$ cat src/rtl/io_bus_pkg.sv
// Shared types and constants for the 68k IO-window channel decoder.
package io_bus_pkg;

  typedef enum logic [2:0] {
    StArmed,
    StIdle,
    StWait,
    StAck,
    StTmo,
    StBerr
  } state_e;

  localparam logic [15:0] IO_WIN_BASE  = 16'h0040;
  localparam int unsigned APERTURE_LSB = 4;
  localparam int unsigned WAIT_W       = 4;
  localparam int unsigned TMO_W        = 8;

  // Width of a channel index; a single channel still needs one bit.
  function automatic int unsigned sel_width(input int unsigned n);
    return (n > 1) ? $clog2(n) : 1;
  endfunction

endpackage

$ cat src/rtl/io_addr_match.sv
// Combinational aperture matcher: page address -> {hit, lowest matching channel}.
module io_addr_match
  import io_bus_pkg::*;
#(
  parameter int unsigned           NUM_CH    = 4,
  parameter logic [NUM_CH*16-1:0]  BASE_LIST = {16'h8060, 16'h8040, 16'h8020, 16'h8000},
  localparam int unsigned          SEL_W     = sel_width(NUM_CH),
  localparam int unsigned          PAGE_W    = 16 - APERTURE_LSB
) (
  input  logic [PAGE_W-1:0] page,
  output logic              hit,
  output logic [SEL_W-1:0]  sel
);

  // Scan from the top down so the lowest matching channel is the last writer.
  always_comb begin
    hit = 1'b0;
    sel = '0;
    for (int n = int'(NUM_CH) - 1; n >= 0; n--) begin
      if (page == BASE_LIST[n*16+APERTURE_LSB +: PAGE_W]) begin
        hit = 1'b1;
        sel = SEL_W'(n);
      end
    end
  end

endmodule

$ cat src/rtl/io_bus_decoder_dtack.sv
// Multi-channel IO decoder: claims a bus cycle, enables one channel, and returns a
// wait-stated DTACK, or a bus error when no channel claims the cycle in time.
module io_bus_decoder_dtack
  import io_bus_pkg::*;
#(
  parameter int unsigned               NUM_CH    = 4,
  parameter logic [NUM_CH*16-1:0]      BASE_LIST = {16'h8060, 16'h8040, 16'h8020, 16'h8000},
  parameter logic [NUM_CH*WAIT_W-1:0]  WAIT_LIST = {4'd3, 4'd2, 4'd1, 4'd0},
  parameter logic [TMO_W-1:0]          TIMEOUT   = 8'd64
) (
  input  logic              Clock,
  input  logic              Reset_H,
  input  logic [31:0]       Address,
  input  logic              IO_Select_H,
  input  logic              AS_L,
  output logic [NUM_CH-1:0] Enable_H,
  output logic              Dtack_L,
  output logic              Berr_L,
  output logic              Busy_H
);

  localparam int unsigned SEL_W = sel_width(NUM_CH);

  state_e             state_q, state_d;
  logic [TMO_W-1:0]   cnt_q, cnt_d;
  logic [SEL_W-1:0]   sel_q, sel_d;
  logic               hit;
  logic [SEL_W-1:0]   match_sel;
  logic               start;
  logic [NUM_CH-1:0]  en_d;
  logic               dtack_d, berr_d, busy_d;
  logic               unused_addr;

  assign start       = IO_Select_H & ~AS_L;
  assign unused_addr = ^{Address[31:16], Address[APERTURE_LSB-1:0]};

  io_addr_match #(
    .NUM_CH    (NUM_CH),
    .BASE_LIST (BASE_LIST)
  ) u_match (
    .page (Address[15:APERTURE_LSB]),
    .hit  (hit),
    .sel  (match_sel)
  );

  always_ff @(posedge Clock) begin
    if (Reset_H) begin
      state_q <= StArmed;
      cnt_q   <= '0;
      sel_q   <= '0;
    end else begin
      state_q <= state_d;
      cnt_q   <= cnt_d;
      sel_q   <= sel_d;
    end
  end

  // A strobe release always wins over counting: the CPU has abandoned the cycle.
  always_comb begin
    state_d = state_q;
    cnt_d   = cnt_q;
    sel_d   = sel_q;
    unique case (state_q)
      StArmed: if (AS_L) state_d = StIdle;
      StIdle: begin
        if (start) begin
          if (hit) begin
            state_d = StWait;
            sel_d   = match_sel;
            cnt_d   = TMO_W'(WAIT_LIST[int'(match_sel)*WAIT_W +: WAIT_W]);
          end else begin
            state_d = StTmo;
            cnt_d   = TIMEOUT - TMO_W'(1);
          end
        end
      end
      StWait, StTmo: begin
        if (AS_L)                state_d = StIdle;
        else if (cnt_q == '0)    state_d = (state_q == StWait) ? StAck : StBerr;
        else                     cnt_d   = cnt_q - TMO_W'(1);
      end
      StAck, StBerr: if (AS_L) state_d = StIdle;
      default: state_d = StArmed;
    endcase
  end

  // Outputs are decoded from the next state and registered, so they track state_q.
  always_comb begin
    en_d = '0;
    if (state_d == StWait || state_d == StAck) en_d[sel_d] = 1'b1;
    dtack_d = (state_d != StAck);
    berr_d  = (state_d != StBerr);
    busy_d  = (state_d != StIdle) && (state_d != StArmed);
  end

  always_ff @(posedge Clock) begin
    if (Reset_H) begin
      Enable_H <= '0;
      Dtack_L  <= 1'b1;
      Berr_L   <= 1'b1;
      Busy_H   <= 1'b0;
    end else begin
      Enable_H <= en_d;
      Dtack_L  <= dtack_d;
      Berr_L   <= berr_d;
      Busy_H   <= busy_d;
    end
  end

endmodule

$ cat config.mk
export PLATFORM = sky130hd
export DESIGN_NAME = io_bus_decoder_dtack
export DESIGN_NICKNAME = d
export VERILOG_FILES = /design/src/rtl/io_bus_pkg.sv /design/src/rtl/io_addr_match.sv /design/src/rtl/io_bus_decoder_dtack.sv
export SDC_FILE = /design/constraint.sdc
export NUM_CORES = 1
export LEC_CHECK = 0
export ABC_AREA = 1
export CORE_UTILIZATION = 24
export DETAILED_ROUTE_END_ITERATION = 8
export PLACE_DENSITY = 0.6
export SETUP_SLACK_MARGIN = 0.1
export SLEW_MARGIN = 0
export SYNTH_ARGS = -nofsm -noshare
export SYNTH_HDL_FRONTEND = slang
export SYNTH_SLANG_ARGS = --single-unit
export TNS_END_PERCENT = 20
$ cat constraint.sdc
create_clock -name Clock -period 1.3 [get_ports Clock]
set_input_delay 0.26 -clock Clock [delete_from_list [all_inputs] [get_ports Clock]]
set_output_delay 0.26 -clock Clock [all_outputs]
set_load 0.01 [all_outputs]
==> flow_metrics.tcl <==
set metrics [dict create \
    vias 1151 \
    htreeDepth 1 \
    rr_startpoint "cnt_q[0]" \
    fmax_ghz 0.726 \
    syn_area_mm2 0.00117 \
    slew_headroom_pct 81.1 \
    clockBufferDepth 2 \
    multi_input_area_um2 701 \
    syn_to_final_growth_pct 48.0 \
    ys_ff_latch 20 \
    drive_above_1_share_pct 30.0 \
    start_util_pct 24.8 \
    fin_nets 259 \
    reg2reg_depth 10 \
    reg2reg_slack_ns -0.08 \
    detail_route.vias_per_cell 4.01 \
    cp.required_ns 1.45 \
    gp_congestion 0.756 \
    antenna_found_initial 0 \
    timing.final.crit_share_pct 106 \
    ys_seq_area_share_pct 34.1 \
    finalClockSkew_ns 0.00275 \
    slew_violations 0 \
    die_area_mm2 0.00517 \
    postRouteAntennaNets 0 \
    crit_arrival_ns 1.53 \
    clk_pin_slew_ns 0.08 \
    hold_path.class "flop to flop" \
    setup_ws_ns -0.0774 \
    grt.met2_usage_pct 18.8 \
    violations "design-rule violations, negative setup slack" \
    rows 25 \
    dp.cells 282 \
    p_leak_uw 0.000841 \
    cts_inserted_buffers 3 \
    crit_fanout 8 \
    portBuffers 22 \
    hpwl_um 2020 \
    core_area_mm2 0.00472 \
    die_h_um 71.9 \
    ys_types 21 \
    gr-total-overflow 0 \
    n_fill_cell 498 \
    yosys.area.top_type_share_pct 34.1 \
    use_met1_pct 13.8 \
    drt_iter0_markers 46 \
    rsz0062_at_grt "true" \
    drt-pass1-iter-count 6 \
    critical_path.startpoint "cnt_q[0]" \
    report.final.setup_viol 8 \
    period_minus_slack_ns 1.38 \
    antenna_cells 0 \
    power.density_mw_per_mm2 1010 \
    startpoint_type "flop" \
    fin_util_pct 36.8 \
    regArea_um2 405 \
    synthCells 175 \
    tns_ns -0.421 \
    grt_pass1_wl_um 4490 \
    peakVddDrop_v 0.000574 \
    crit_end "cnt_q[3]" \
    grt_max_degree 13 \
    cts_sinks 20 \
    final_hold_viol_count 0 \
    die_w_um 71.9 \
    status "finished with violations" \
    cts_tree "built" \
    instances_no_fill 287 \
    clock_latency_ns 0.26 \
    tightestPinTransition_ns 0.281 \
    clockRootBuffer "clkbuf_8" \
    wl_per_cell_um 8.94 \
    grtUsageMet3_pct 3.33 \
    synth_area_leaders "dfxtp_1, nand2_1, inv_1, nor2_1, nand3_1" \
    ios 43 \
    yosysWarnings 0 \
    drv_cap 0 \
    top_usage_layer "met2" \
    synth_top_area_cell "dfxtp_1" \
    drc 2 \
    crit_path_end_kind "flop" \
    r2r_end "cnt_q[3]" \
    syn_nets 213 \
    syn_area_per_cell_um2 6.71 \
    timing.hold.ws_ns 0.543 \
    routed_wirelength_um 2570 \
    grtUsageTotal_pct 11.2 \
    grt_pass1_vias 1067 \
    holdBufCountCts 0 \
    critPathKind "flop to flop" \
]
## per-stage QoR
stage	area, um^2	total power (uW)	setup slack, ns
after floorplan	1180	935	0.0347
after global placement	1620	1110	-0.417
after detailed placement	1620	1110	-0.425
after CTS	1710	1760	-0.0625
after global routing	1740	1870	-0.173
final	1740	1750	-0.0774
## routing by layer
metal	up-vias	wire (um)
met5	-	0
met2	16	1210
met4	0	17
li1	634	-
met3	3	56
met1	498	1290
## cells in the final DEF (no fill, tap or decap)
cell             netlist  routed
nand4_1                4       4
nor2_2                 1       2
clkbuf_8               0       3
buf_4                  0      19
nor3_2                 0       1
nand3_4                1       1
o21ai_0                8       7
and2_4                 0       1
bufinv_16              0       1
nand2_8                0       1
inv_1                 33      26
nand2_2                4       6
dlygate4sd2_1          0      15
nand2_1               40      36
and2_1                 2       1
nand3_2                2       2
a21oi_2                6       8
inv_2                  2       9
nor2_8                 1       1
dfxtp_1               20      16
ha_1                   2       1
dfxtp_2                0       4
nor2_1                23      22
nor3_1                 3       2
a21oi_1                5       3
nand3_1               12      12
ha_4                   0       1
nand2_4                2       3
nor2_4                 3       3
clkdlybuf4s50_1        0       7
o21ai_1                1       2
## sequential cells by signal, summed over array words and instances (netlist names)
name and cells:
cnt_q 8, Enable_H 4, state_q 3, sel_q 2, Berr_L 1, Busy_H 1
Dtack_L 1
## cells in the mapped netlist, drive strengths merged
| master | n |
|---|---|
| nand2 | 46 |
| a21oi | 11 |
| dfxtp | 20 |
| o21ai | 9 |
| nand4 | 4 |
| nand3 | 15 |
| nor3 | 3 |
| ha | 2 |
| and2 | 2 |
| nor2 | 28 |
| inv | 35 |
## repair_timing
action / CTS / global route
endpoints found under the setup margin: 27 / 20
resized for setup: 26 / 7
buffers inserted: 1 / 0
pin swaps: 14 / 8
## report_power, final
part / internal [uW] / leakage, uW / switching [uW] / total, uW
Clock: 411 / 0.0000357 / 216 / 627
Sequential: 649 / 0.000165 / 23.7 / 672
Combinational: 204 / 0.000640 / 250 / 454
## worst min path at each step
| stage | from | endpoint | slack, ns | cells after the start |
|---|---|---|---|---|
| finish | cnt_q[7] | cnt_q[7] | 0.54 | 4 |
| global route | cnt_q[7] | cnt_q[7] | 0.57 | 4 |
| CTS | cnt_q[7] | cnt_q[7] | 0.55 | 4 |
| detailed placement | cnt_q[7] | cnt_q[7] | 0.53 | 4 |
| global placement | cnt_q[7] | cnt_q[7] | 0.53 | 4 |
| floorplan | Reset_H | sel_q[0] | 0.33 | 1 |
## cell type report
class,instances,area share [%]
Clock buffer,3,2.38
Inverter,35,7.56
Sequential cell,20,23.3
Clock inverter,1,1.73
Tap cell,67,4.83
Multi-Input combinational cell,120,40.3
Timing Repair Buffer,41,19.8
## critical path, cell delays in order, from the launching register on
cell and delay [ns]:
dfxtp_2 0.34, inv_2 0.05, ha_4 0.15, inv_2 0.03, nor3_1 0.03, nand2_1 0.09
nand2_2 0.07, nand2_4 0.11, nand2_8 0.08, nor2_4 0.22, a21oi_2 0.08
## cells by family (layout without fill, tap and decap cells)
family | after synthesis | count (layout) | share of synthesized area (%)
simple gates | 98 | 98 | 42.1
fa+ha+maj | 2 | 2 | 2.13
compound gates | 20 | 20 | 10.4
buf+inv | 35 | 80 | 11.2
flops | 20 | 20 | 34.1
No activity file was read; power rests on OpenSTA's default activity.
